File: config.mk
export PLATFORM = sky130hd
export DESIGN_NAME = upd7801_intc
export DESIGN_NICKNAME = d
export VERILOG_FILES = /design/src/rtl/upd7801_intc.sv
export SDC_FILE = /design/constraint.sdc
export NUM_CORES = 1
export LEC_CHECK = 0
export ABC_AREA = 1
export ABC_CLOCK_PERIOD_IN_PS = 3100
export CORE_UTILIZATION = 46
export CTS_CLUSTER_SIZE = 10
export DETAILED_ROUTE_END_ITERATION = 10
export HOLD_SLACK_MARGIN = 0.15
export PLACE_DENSITY = 0.92
export SYNTH_ARGS = -nofsm -noshare
export SYNTH_HDL_FRONTEND = slang
export SYNTH_SLANG_ARGS = --single-unit
File: constraint.sdc
create_clock -name CLK -period 3.1 [get_ports CLK]
set_input_delay 0.31 -clock CLK [delete_from_list [all_inputs] [get_ports CLK]]
set_output_delay 0.31 -clock CLK [all_outputs]
set_load 0.05 [all_outputs]
File: src/rtl/upd7801_intc.sv
// Prioritised interrupt controller for the uPD780x core family.
// Synchronises N maskable lines plus NMI and hands one winner at a time to the CPU.
module upd7801_intc #(
    parameter int          NUM_IRQ     = 4,
    parameter int          SYNC_STAGES = 2,
    parameter logic [15:0] VEC_BASE    = 16'h0040,
    parameter int          VEC_STRIDE  = 8
) (
    input  logic               CLK,
    input  logic               RESET,
    input  logic               CE,
    input  logic [NUM_IRQ-1:0] IRQ_I,
    input  logic               NMI_I,
    input  logic [NUM_IRQ-1:0] EDGE_MODE,
    input  logic               IE,
    input  logic               MASK_WE,
    input  logic [NUM_IRQ-1:0] MASK_D,
    input  logic               CLR_WE,
    input  logic [NUM_IRQ-1:0] CLR_D,
    input  logic               INT_ACK,
    output logic               INT_REQ,
    output logic [3:0]         INT_ID,
    output logic [15:0]        INT_VEC,
    output logic [NUM_IRQ-1:0] MASK_Q,
    output logic [NUM_IRQ-1:0] PEND_Q
);

    typedef enum logic [1:0] {
        ST_IDLE,
        ST_REQ,
        ST_GUARD
    } state_t;

    // Bit NUM_IRQ of the sync/history vectors carries the NMI line.
    logic [NUM_IRQ:0]   sync_q [SYNC_STAGES];
    logic [NUM_IRQ:0]   hist_q;
    logic [NUM_IRQ:0]   sync_w;
    logic [NUM_IRQ:0]   rise_w;

    logic [NUM_IRQ-1:0] pend_q, pend_d;
    logic [NUM_IRQ-1:0] mask_q, mask_d;
    logic               nmi_q, nmi_d;

    state_t             state_q;
    logic               req_q;
    logic [3:0]         id_q;
    logic [15:0]        vec_q;

    logic               ack_w;
    logic [NUM_IRQ-1:0] ack_clr_w;
    logic               ack_nmi_w;
    logic [NUM_IRQ-1:0] cand_w;
    logic               any_w;
    logic [3:0]         win_id_w;
    logic [15:0]        win_vec_w;

    always_ff @(posedge CLK) begin
        if (RESET) begin
            for (int i = 0; i < SYNC_STAGES; i++) begin
                sync_q[i] <= '0;
            end
        end else begin
            sync_q[0] <= {NMI_I, IRQ_I};
            for (int i = 1; i < SYNC_STAGES; i++) begin
                sync_q[i] <= sync_q[i-1];
            end
        end
    end

    assign sync_w = sync_q[SYNC_STAGES-1];
    assign rise_w = sync_w & ~hist_q;

    // Only a handshake accepted in REQ services the displayed winner.
    assign ack_w     = INT_ACK && (state_q == ST_REQ);
    assign ack_nmi_w = ack_w && (id_q == 4'd0);

    always_comb begin
        ack_clr_w = '0;
        for (int k = 0; k < NUM_IRQ; k++) begin
            ack_clr_w[k] = ack_w && (id_q == 4'(k + 1));
        end
    end

    always_comb begin
        pend_d = '0;
        for (int k = 0; k < NUM_IRQ; k++) begin
            if (EDGE_MODE[k]) begin
                pend_d[k] = rise_w[k]
                          | (pend_q[k]
                             & ~(CLR_WE & CLR_D[k])
                             & ~ack_clr_w[k]);
            end else begin
                pend_d[k] = sync_w[k];
            end
        end
    end

    assign nmi_d  = rise_w[NUM_IRQ] | (nmi_q & ~ack_nmi_w);
    assign mask_d = MASK_WE ? MASK_D : mask_q;

    always_ff @(posedge CLK) begin
        if (RESET) begin
            hist_q <= '0;
            pend_q <= '0;
            mask_q <= '1;
            nmi_q  <= 1'b0;
        end else if (CE) begin
            hist_q <= sync_w;
            pend_q <= pend_d;
            mask_q <= mask_d;
            nmi_q  <= nmi_d;
        end
    end

    assign cand_w = pend_q & ~mask_q & {NUM_IRQ{IE}};
    assign any_w  = nmi_q | (|cand_w);

    // Scan high to low so the lowest index wins; NMI overrides all.
    always_comb begin
        win_id_w = 4'd0;
        for (int k = NUM_IRQ - 1; k >= 0; k--) begin
            if (cand_w[k]) begin
                win_id_w = 4'(k + 1);
            end
        end
        if (nmi_q) begin
            win_id_w = 4'd0;
        end
    end

    assign win_vec_w = VEC_BASE + 16'(win_id_w) * 16'(VEC_STRIDE);

    always_ff @(posedge CLK) begin
        if (RESET) begin
            state_q <= ST_IDLE;
            req_q   <= 1'b0;
            id_q    <= 4'd0;
            vec_q   <= 16'h0000;
        end else if (CE) begin
            unique case (state_q)
                ST_IDLE: begin
                    if (any_w) begin
                        state_q <= ST_REQ;
                        req_q   <= 1'b1;
                        id_q    <= win_id_w;
                        vec_q   <= win_vec_w;
                    end
                end
                ST_REQ: begin
                    if (INT_ACK) begin
                        state_q <= ST_GUARD;
                        req_q   <= 1'b0;
                    end else if (!any_w) begin
                        state_q <= ST_IDLE;
                        req_q   <= 1'b0;
                    end else begin
                        id_q  <= win_id_w;
                        vec_q <= win_vec_w;
                    end
                end
                ST_GUARD: begin
                    state_q <= ST_IDLE;
                    req_q   <= 1'b0;
                end
                default: begin
                    state_q <= ST_IDLE;
                    req_q   <= 1'b0;
                end
            endcase
        end
    end

    assign INT_REQ = req_q;
    assign INT_ID  = id_q;
    assign INT_VEC = vec_q;
    assign MASK_Q  = mask_q;
    assign PEND_Q  = pend_q;

endmodule

=== Word-level counts from Yosys, hierarchy flattened ===
Memories as Yosys holds them, arrays and structs flattened.
Cells that the tools add are included.

* $add $sub $neg: 1
* Equality and inequality tests: 8
* Multiplexer cells: 28
* Bitwise gates (word level): 35
* Reduce and logical (&&, ||, !) cells: 13

{| class="wikitable"
|+ Operator list
! operator !! count
|-
| 16-bit 2-to-1 mux || 2
|-
| 16-bit case mux with 2 select lines || 1
|-
| 4-bit 2-to-1 mux || 6
|-
| 1-bit AND || 13
|-
| 1-bit 2-to-1 mux || 10
|-
| 5-bit 2-to-1 mux || 2
|-
| 1-bit inverter || 9
|-
| 7-bit by 7-bit adder with 8-bit output, first input constant || 1
|-
| 4-bit AND || 2
|-
| 4-bit by 2-bit == test with 1-bit output, second input constant || 2
|-
| 1-bit OR || 8
|-
| 4-bit case mux with 2 select lines || 1
|-
| 1-bit logical AND || 6
|-
| 2-bit 2-to-1 mux || 3
|-
| 3-bit AND reduction || 2
|-
| 5-bit AND || 1
|-
| 5-bit inverter || 1
|-
| 4-bit by 1-bit == test with 1-bit output, second input constant || 1
|-
| 4-bit by 3-bit == test with 1-bit output, second input constant || 1
|-
| 4-bit logical NOT || 1
|-
| 2-bit inequality test, second input constant || 2
|-
| 4-bit inverter || 1
|-
| 2-bit case mux with 2 select lines || 1
|-
| 4-bit OR reduction || 1
|-
| other kinds (7) || 7
|}

* Flip-flop bits (word level): 37
* RAM bits: 10
* Logic and storage cells: 94
* Memories: 1

{| class="wikitable"
|+ Memory list
! memory !! depth !! width !! rd ports !! clocked after Yosys merged registers in !! write ports !! RTL line !! source
|-
| sync_q || 2 || 5 || 2 || 0 || 2 || 35 || <nowiki>logic [NUM_IRQ:0] sync_q [SYNC_STAGES];</nowiki>
|}

=== Logic depth before layout (Yosys ltp) ===
Gate-level depths: netlist of run 1.

* Word-level depth: 12
* Depth in mapped cells: 9
* Depth with buffers taken out: 9

=== Worst setup path after synthesis of run 1 ===
No wires, ideal clock.

* Path type: flip-flop to flip-flop
* Start point: register, netlist name INT_REQ
* End point: register pend_q[2] (netlist: PEND_Q[2])
* Data arrival time: 1.353 ns
* Required time: 2.968 ns
* Setup slack: 1.615 ns
* Stages on the path, launching flop included: 8
* Cells stage by stage: dfxtp_1 > nand3_2 > nor2_1 > nand3_1 > nand3_1 > nand2_1 > nand2_1 > a21oi_1

{| class="wikitable"
|+ RTL lines
! item !! RTL line !! source
|-
| end signal: assignment || 109 || <nowiki>pend_q <= pend_d;</nowiki>
|-
| end: declaration || 40 || <nowiki>logic [NUM_IRQ-1:0] pend_q, pend_d;</nowiki>
|}

=== Final worst setup path of run 1 ===
* Start point: register id_q[1] (netlist: INT_ID[1])
* End point: output port INT_ID[1]

{| class="wikitable"
|+ RTL lines
! item !! RTL line !! source
|-
| start: declaration || 46 || <nowiki>logic [3:0] id_q;</nowiki>
|-
| start signal: assignment || 145 || <nowiki>id_q <= win_id_w;</nowiki>
|-
| start signal: assignment || 157 || <nowiki>id_q <= win_id_w;</nowiki>
|-
| end: declaration || 22 || <nowiki>output logic [3:0] INT_ID,</nowiki>
|}

No word-level cell between the ends.

==> impl_metrics.yaml, run 1 <==
status:
  outcome: "completed"
global_routing:
  grt_usage_pct: 18.1
  grt-ovfl-total: 0
  number_of_antenna_violations_at_the_first_check_in_global_routing: 0
  grt_first_pass_wirelength_um: 4450
  first_global_vias: 1122
  grt_start_max_net_pins: 20
drt:
  postRouteAntennaNets: 0
  first_pass_detailed_route_iteration_total: 5
  initialDrtViolationCount: 33
  routed_via_density: 4.75
  routedWlPerCell_um: 10.3
  wirelength_um: 2650
  route.detailed.drc: 0
  via_count: 1226
synth:
  synth_edf_count: 0
  synthTopCellsByCount: "44 x nand2_1, 30 x dfxtp_1, 20 x inv_1"
  synth.yosys.seq_area_share_pct: 43.7
  synth_ff_type: "dfxtp_1"
  avgSynthCellArea_um2: 7.27
  synth_top_area_share_pct: 43.7
  netlist_instances: 189
  yosysUniqueCellTypes: 22
  post-synth-top-count-cell: "nand2_1"
  syn-cell-area_um2: 1370
  ys_top_cells_by_area: "dfxtp_1 44%, nand2_1 12%, buf_4 8.7%"
  yosys_register_bits: 30
  synth-warning-count: 0
  asyncSetResetFlopFracSynth_pct: 0
  synth_largest_area_cell: "dfxtp_1"
timing:
  achievable-frequency_mhz: 527
  fin_crit_ns: 1.90
  relSlewSlack_pct: 56.7
  timing_max_transition_violations_final: 0
  finalHoldViolations: 0
  tightest_slew_ns: 0.648
  setup_viol: 0
  timing.setup.tns_ns: 0
  final_min_period_over_clock_period_pct: 61.2
  fin_worst_skew_ns: 0.0136
  rsz_0062_raised_after_global_routing: "no"
  hold_slack_ns: 0.407
clock_tree:
  clk_latency_ns: 0.32
  cts_buf_count: 5
  htreeDepth: 2
  number_of_gates_resized_after_cts: 0
  cts_hold_repair.buffers: 0
  clock_tree_from_tritoncts: "done"
  clock_sink_count: 30
  clock_slew_seen_by_the_registers_of_the_worst_setup_and_hold_paths_ns: 0.09
  ctsLongestPathBuffers: 2
  clockRootBuffer: "clkbuf_4"
  post-cts-setup-buffers: 0
die:
  floorplan.initialDensity_pct: 49.4
  fp.dieArea_um2: 3210
  core.rowCount: 19
  io_pins: 53
  die_width_um: 56.7
  floorplan.core_area_um2: 2780
  die-height_um: 56.7
power_and_ir_drop:
  leakagePower_nw: 0.730
  share_seq_of_total_power_pct: 53.1
  share_comb_of_total_power_pct: 20.1
  internal_power_w: 0.000539
  power_density_nw_per_um2: 439
  netSwitchingPower_w: 0.000234
  power.ir.vdd_worst_uv: 351
  power_switching_share_pct: 30.2
  clkPwrFrac_pct: 26.8
  total_power_w: 0.000773
run:
  maxCapViolCount: 0
cells_and_area:
  finalNetCount: 251
  antenna_cells_inserted: 0
  filler_cell_count: 237
  area_delta_synth_final_pct: 28.1
  drive_gt1_share_pct: 8.37
  final_cell_count_no_fill: 258
critical_path:
  worst_ep_arrival_time_ns: 1.59
  crit_type: "flip-flop to primary output"
  critPathBufInv: 1
  critical_path.max_fanout: 6
  crit_path_max_incr_delay_ns: 0.84
  crit_chain: "clkdlybuf4s50_1"
  critical_path.endpoint_type: "primary output"
  dominant_delay_contributor_by_cell_family_on_the_critical_path: "buffers and inverters"
  critical_path.slowest_cell: "clkdlybuf4s50_1"
  timing.critical_path.required_ns: 2.79
  start_kind: "flip-flop"
placement:
  detailed_place_hpwl_um: 2060
  number_of_port_buffers: 39
  placedCellCount: 251
  place_congestion: 0.823
min_path:
  holdCritPathClass: "flip-flop to flip-flop"
cells by family after synthesis:
kind of cell	count (synthesis)	synth area share, %
and+or+nand+nor	96	31.9
DFF	30	43.7
buffers and inverters	42	16.0
other	1	0.273
AOI/OAI and AO/OA	20	8.11
per-stage QoR:
stage	util, %	worst slack [ns]	instance area [µm²]
6_report	63.2	1.20	1760
3_5_place_dp	61.6	1.19	1710
3_3_place_gp	61.6	1.24	1710
2_1_floorplan	-	1.61	1420
4_1_cts	63.2	1.20	1760
5_1_grt	63.2	1.14	1760
worst register-to-register path: stages (launching register included):
cell	delay, ns
dfxtp_1	0.42
nand3_2	0.14
nor2_1	0.21
nand3_1	0.12
nand3_1	0.08
nand2_1	0.05
nand2_1	0.10
a21oi_1	0.07
sequential cells by signal, indices dropped and copies added, names as in the netlist:
name	flops
MASK_Q	4
hist_q	5
INT_REQ	1
nmi_q	1
INT_VEC	2
PEND_Q	4
INT_ID	2
sync_q	10
state_q	1
cells in the final DEF, fill, tap and decap left out:
cell	count
a21oi_1	15
nor2_2	4
nand2_1	44
o211ai_1	3
buf_4	1
nand3_2	3
o21ai_1	1
nand3b_1	1
nor3_1	2
a21oi_2	1
clkbuf_1	2
conb_1	13
clkdlybuf4s50_1	39
dfxtp_1	30
nand4_1	1
inv_2	1
or2_0	1
inv_1	20
clkbuf_4	5
nand3_1	18
nand2_2	3
nor2_4	1
nor2_1	18
final cells by class:
cell class                 instances  area (µm²)  area share (%)
sequential                        30         601            34.1
multi-input combinational        129         598            34.0
timing repair buffer              40         398            22.6
inverter                          21        78.8            4.48
clock buffer                       7        45.0            2.56
tap                               31        38.8            2.20
path summary, 6_finish.rpt:
check / cells after the start / end / slack, ns / start
max: 1 / INT_ID[1] / 1.20 / INT_ID[1]
min: 2 / sync_q[0][9] / 0.41 / sync_q[0][4]
max reg2reg: 7 / PEND_Q[0] / 1.80 / INT_REQ
min reg2reg: 2 / sync_q[0][9] / 0.41 / sync_q[0][4]
per-layer routing:
metal	GRT usage [%]	share of wire, %	wire length (µm)	vias to the layer above
li1	-	-	-	640
met1	19.8	39	1050	525
met2	30.9	52	1370	52
met3	5.30	6.3	166	9
met4	10.5	2.6	70	0
met5	0	0	0	-
power by group through the flow:
stage | combinational, W | sequential (W) | clock, W
after floorplan | 0.0000915 | 0.000442 | 0
after global placement | 0.000153 | 0.000419 | 0
after detailed placement | 0.000155 | 0.000420 | 0
after CTS | 0.000155 | 0.000411 | 0.000210
after global routing | 0.000166 | 0.000413 | 0.000230
final | 0.000155 | 0.000411 | 0.000207
Note: power is estimated with default switching activity, not from simulation.
==> inputs of run 2 (changes only) <==
- ABC_CLOCK_PERIOD_IN_PS: 3100 -> 1950
- CORE_UTILIZATION: 46 -> 43
- PLACE_DENSITY: 0.92 -> 0.87
- clock period: 3.1 -> 1.95 ns (I/O delays scaled with it)
==> run 2 against run 1 <==
Non-clock buffer count grew 3. Global-route usage shrank 0.39 points. Worst setup slack lost 1.1 ns. Critical path depth is the same. Clock skew shrank 0.0089 ns. Cell count grew 6.6%. First-iteration DRC count grew 39%. Power grew 79%. Clock power grew 130%. Via count grew 3.3%. Utilization shrank 3.3 points. Critical path type unchanged. Highest routed layer unchanged.
==> impl_metrics.yaml, run 2 (synthesized netlist as in run 1, its figures left out) <==
timing:
  rsz_0062_raised_after_global_routing: "no"
  final_min_period_over_clock_period_pct: 92.8
  fin_worst_skew_ns: 0.00466
  timing_max_transition_violations_final: 0
  tightest_slew_ns: 0.499
  fin_crit_ns: 1.81
  timing.setup.tns_ns: 0
  finalHoldViolations: 0
  relSlewSlack_pct: 66.6
  achievable-frequency_mhz: 552
  setup_viol: 0
critical_path:
  worst_ep_arrival_time_ns: 1.62
  critical_path.slowest_cell: "clkdlybuf4s50_1"
  critical_path.endpoint_type: "primary output"
  dominant_delay_contributor_by_cell_family_on_the_critical_path: "buffers and inverters"
  start_kind: "flip-flop"
  r2r_setup_slack_ns: 0.68
  crit_chain: "clkdlybuf4s50_1"
  critical_path.max_fanout: 6
  crit_path_max_incr_delay_ns: 0.85
  timing.critical_path.required_ns: 1.75
  critPathBufInv: 1
  crit_type: "flip-flop to primary output"
global_routing:
  grt-ovfl-total: 0
  number_of_antenna_violations_at_the_first_check_in_global_routing: 0
  first_global_vias: 1112
  grt_first_pass_wirelength_um: 4570
  grt_start_max_net_pins: 16
  grt_usage_pct: 17.7
cells_and_area:
  final_common_cell: "nand2_1"
  drive_gt1_share_pct: 10.8
  antenna_cells_inserted: 0
  max_flop_register: "sync_q"
  area_delta_synth_final_pct: 33.2
  most_used_cells_in_the_layout_excluding_fill_and_tap_cells: "44 x nand2_1, 39 x clkdlybuf4s50_1, 30 x dfxtp_1"
  largest_register_ffs: 10
  filler_cell_count: 289
  postLayoutCellArea_um2: 1830
  biggestRegsByFlops: "sync_q: 10 flops, hist_q: 5 flops"
  finalNetCount: 254
power_and_ir_drop:
  leakagePower_nw: 0.764
  power.ir.vdd_worst_uv: 374
  power_density_nw_per_um2: 757
  total_power_w: 0.00139
placement:
  detailed_place_hpwl_um: 2120
  number_of_port_buffers: 39
  place_congestion: 0.851
  dpl-instance-area_um2: 1750
drt:
  route.detailed.drc: 0
  postRouteAntennaNets: 0
  via_count: 1267
  routedWlPerCell_um: 10.0
  initialDrtViolationCount: 46
  wirelength_um: 2760
  routed_via_density: 4.61
  first_pass_detailed_route_iteration_total: 4
clock_tree:
  cts_buf_count: 5
  cts_hold_repair.buffers: 0
  clock_tree_from_tritoncts: "done"
  clockRootBuffer: "clkbuf_4"
  clock_sink_count: 30
  ctsLongestPathBuffers: 2
  clock_slew_seen_by_the_registers_of_the_worst_setup_and_hold_paths_ns: 0.10
  post-cts-setup-buffers: 0
  clk_latency_ns: 0.33
  number_of_gates_resized_after_cts: 0
  htreeDepth: 2
die:
  floorplan.initialDensity_pct: 45.0
  io_pins: 53
  die_width_um: 58.5
  fp.dieArea_um2: 3430
  floorplan.core_area_um2: 3050
  die-height_um: 58.5
  core.rowCount: 20
run:
  maxCapViolCount: 0
status:
  outcome: "completed"
min_path:
  holdCritPathClass: "input port to flip-flop"
-- run 2: cell count changes in the layout (fill, tap and decap cells not counted) --
cell       before  now
buf_4           1    4
bufinv_16       0    1
clkbuf_1        2    0
clkinv_2        0    2
-- run 2: report_power, final --
part           total, W  internal (W)  switching [W]
combinational  0.000252     0.0000894       0.000162
clock          0.000480      0.000265       0.000215
sequential     0.000654      0.000636      0.0000175
-- run 2: final timing paths --
kind	start	end	cells past startpoint
max	INT_ID[1]	INT_ID[1]	1
min reg2reg	sync_q[0][3]	sync_q[0][8]	2
max reg2reg	INT_REQ	PEND_Q[0]	7
min	IRQ_I[1]	sync_q[0][1]	3
-- run 2: final cells by class --
cell class	count	area (µm²)	share of cell area, %
Clock buffer	5	37.5	2.05
Clock inverter	3	40.0	2.19
Inverter	21	78.8	4.31
Multi-Input combinational cell	129	598	32.7
Sequential cell	30	601	32.8
Tap cell	44	55.1	3.01
Timing Repair Buffer	43	420	23.0
-- run 2: worst reg2reg max path, delay by kind of cell, from the launching register on --
| family | cells | cell delay, ns |
|---|---|---|
| compound gates | 1 | 0.06 |
| flops | 1 | 0.42 |
| simple gates | 6 | 0.69 |
-- run 2: per-layer routing --
metal / track usage (%) / wire length, µm / up-vias
li1: - / - / 647
met1: 21.1 / 1230 / 570
met2: 29.2 / 1320 / 45
met3: 5.27 / 162 / 5
met4: 8.50 / 46 / 0
met5: 0 / 0 / -
-- run 2: metrics by stage --
step | util (%) | setup slack [ns] | hold slack, ns | std cells
floorplan | - | 0.465 | 0.302 | 201
global placement | 57.4 | 0.406 | 0.388 | 267
detailed placement | 57.4 | 0.354 | 0.394 | 267
CTS | 60.0 | 0.146 | 0.361 | 275
global route | 60.0 | 0.0680 | 0.380 | 275
finish | 60.0 | 0.140 | 0.369 | 275
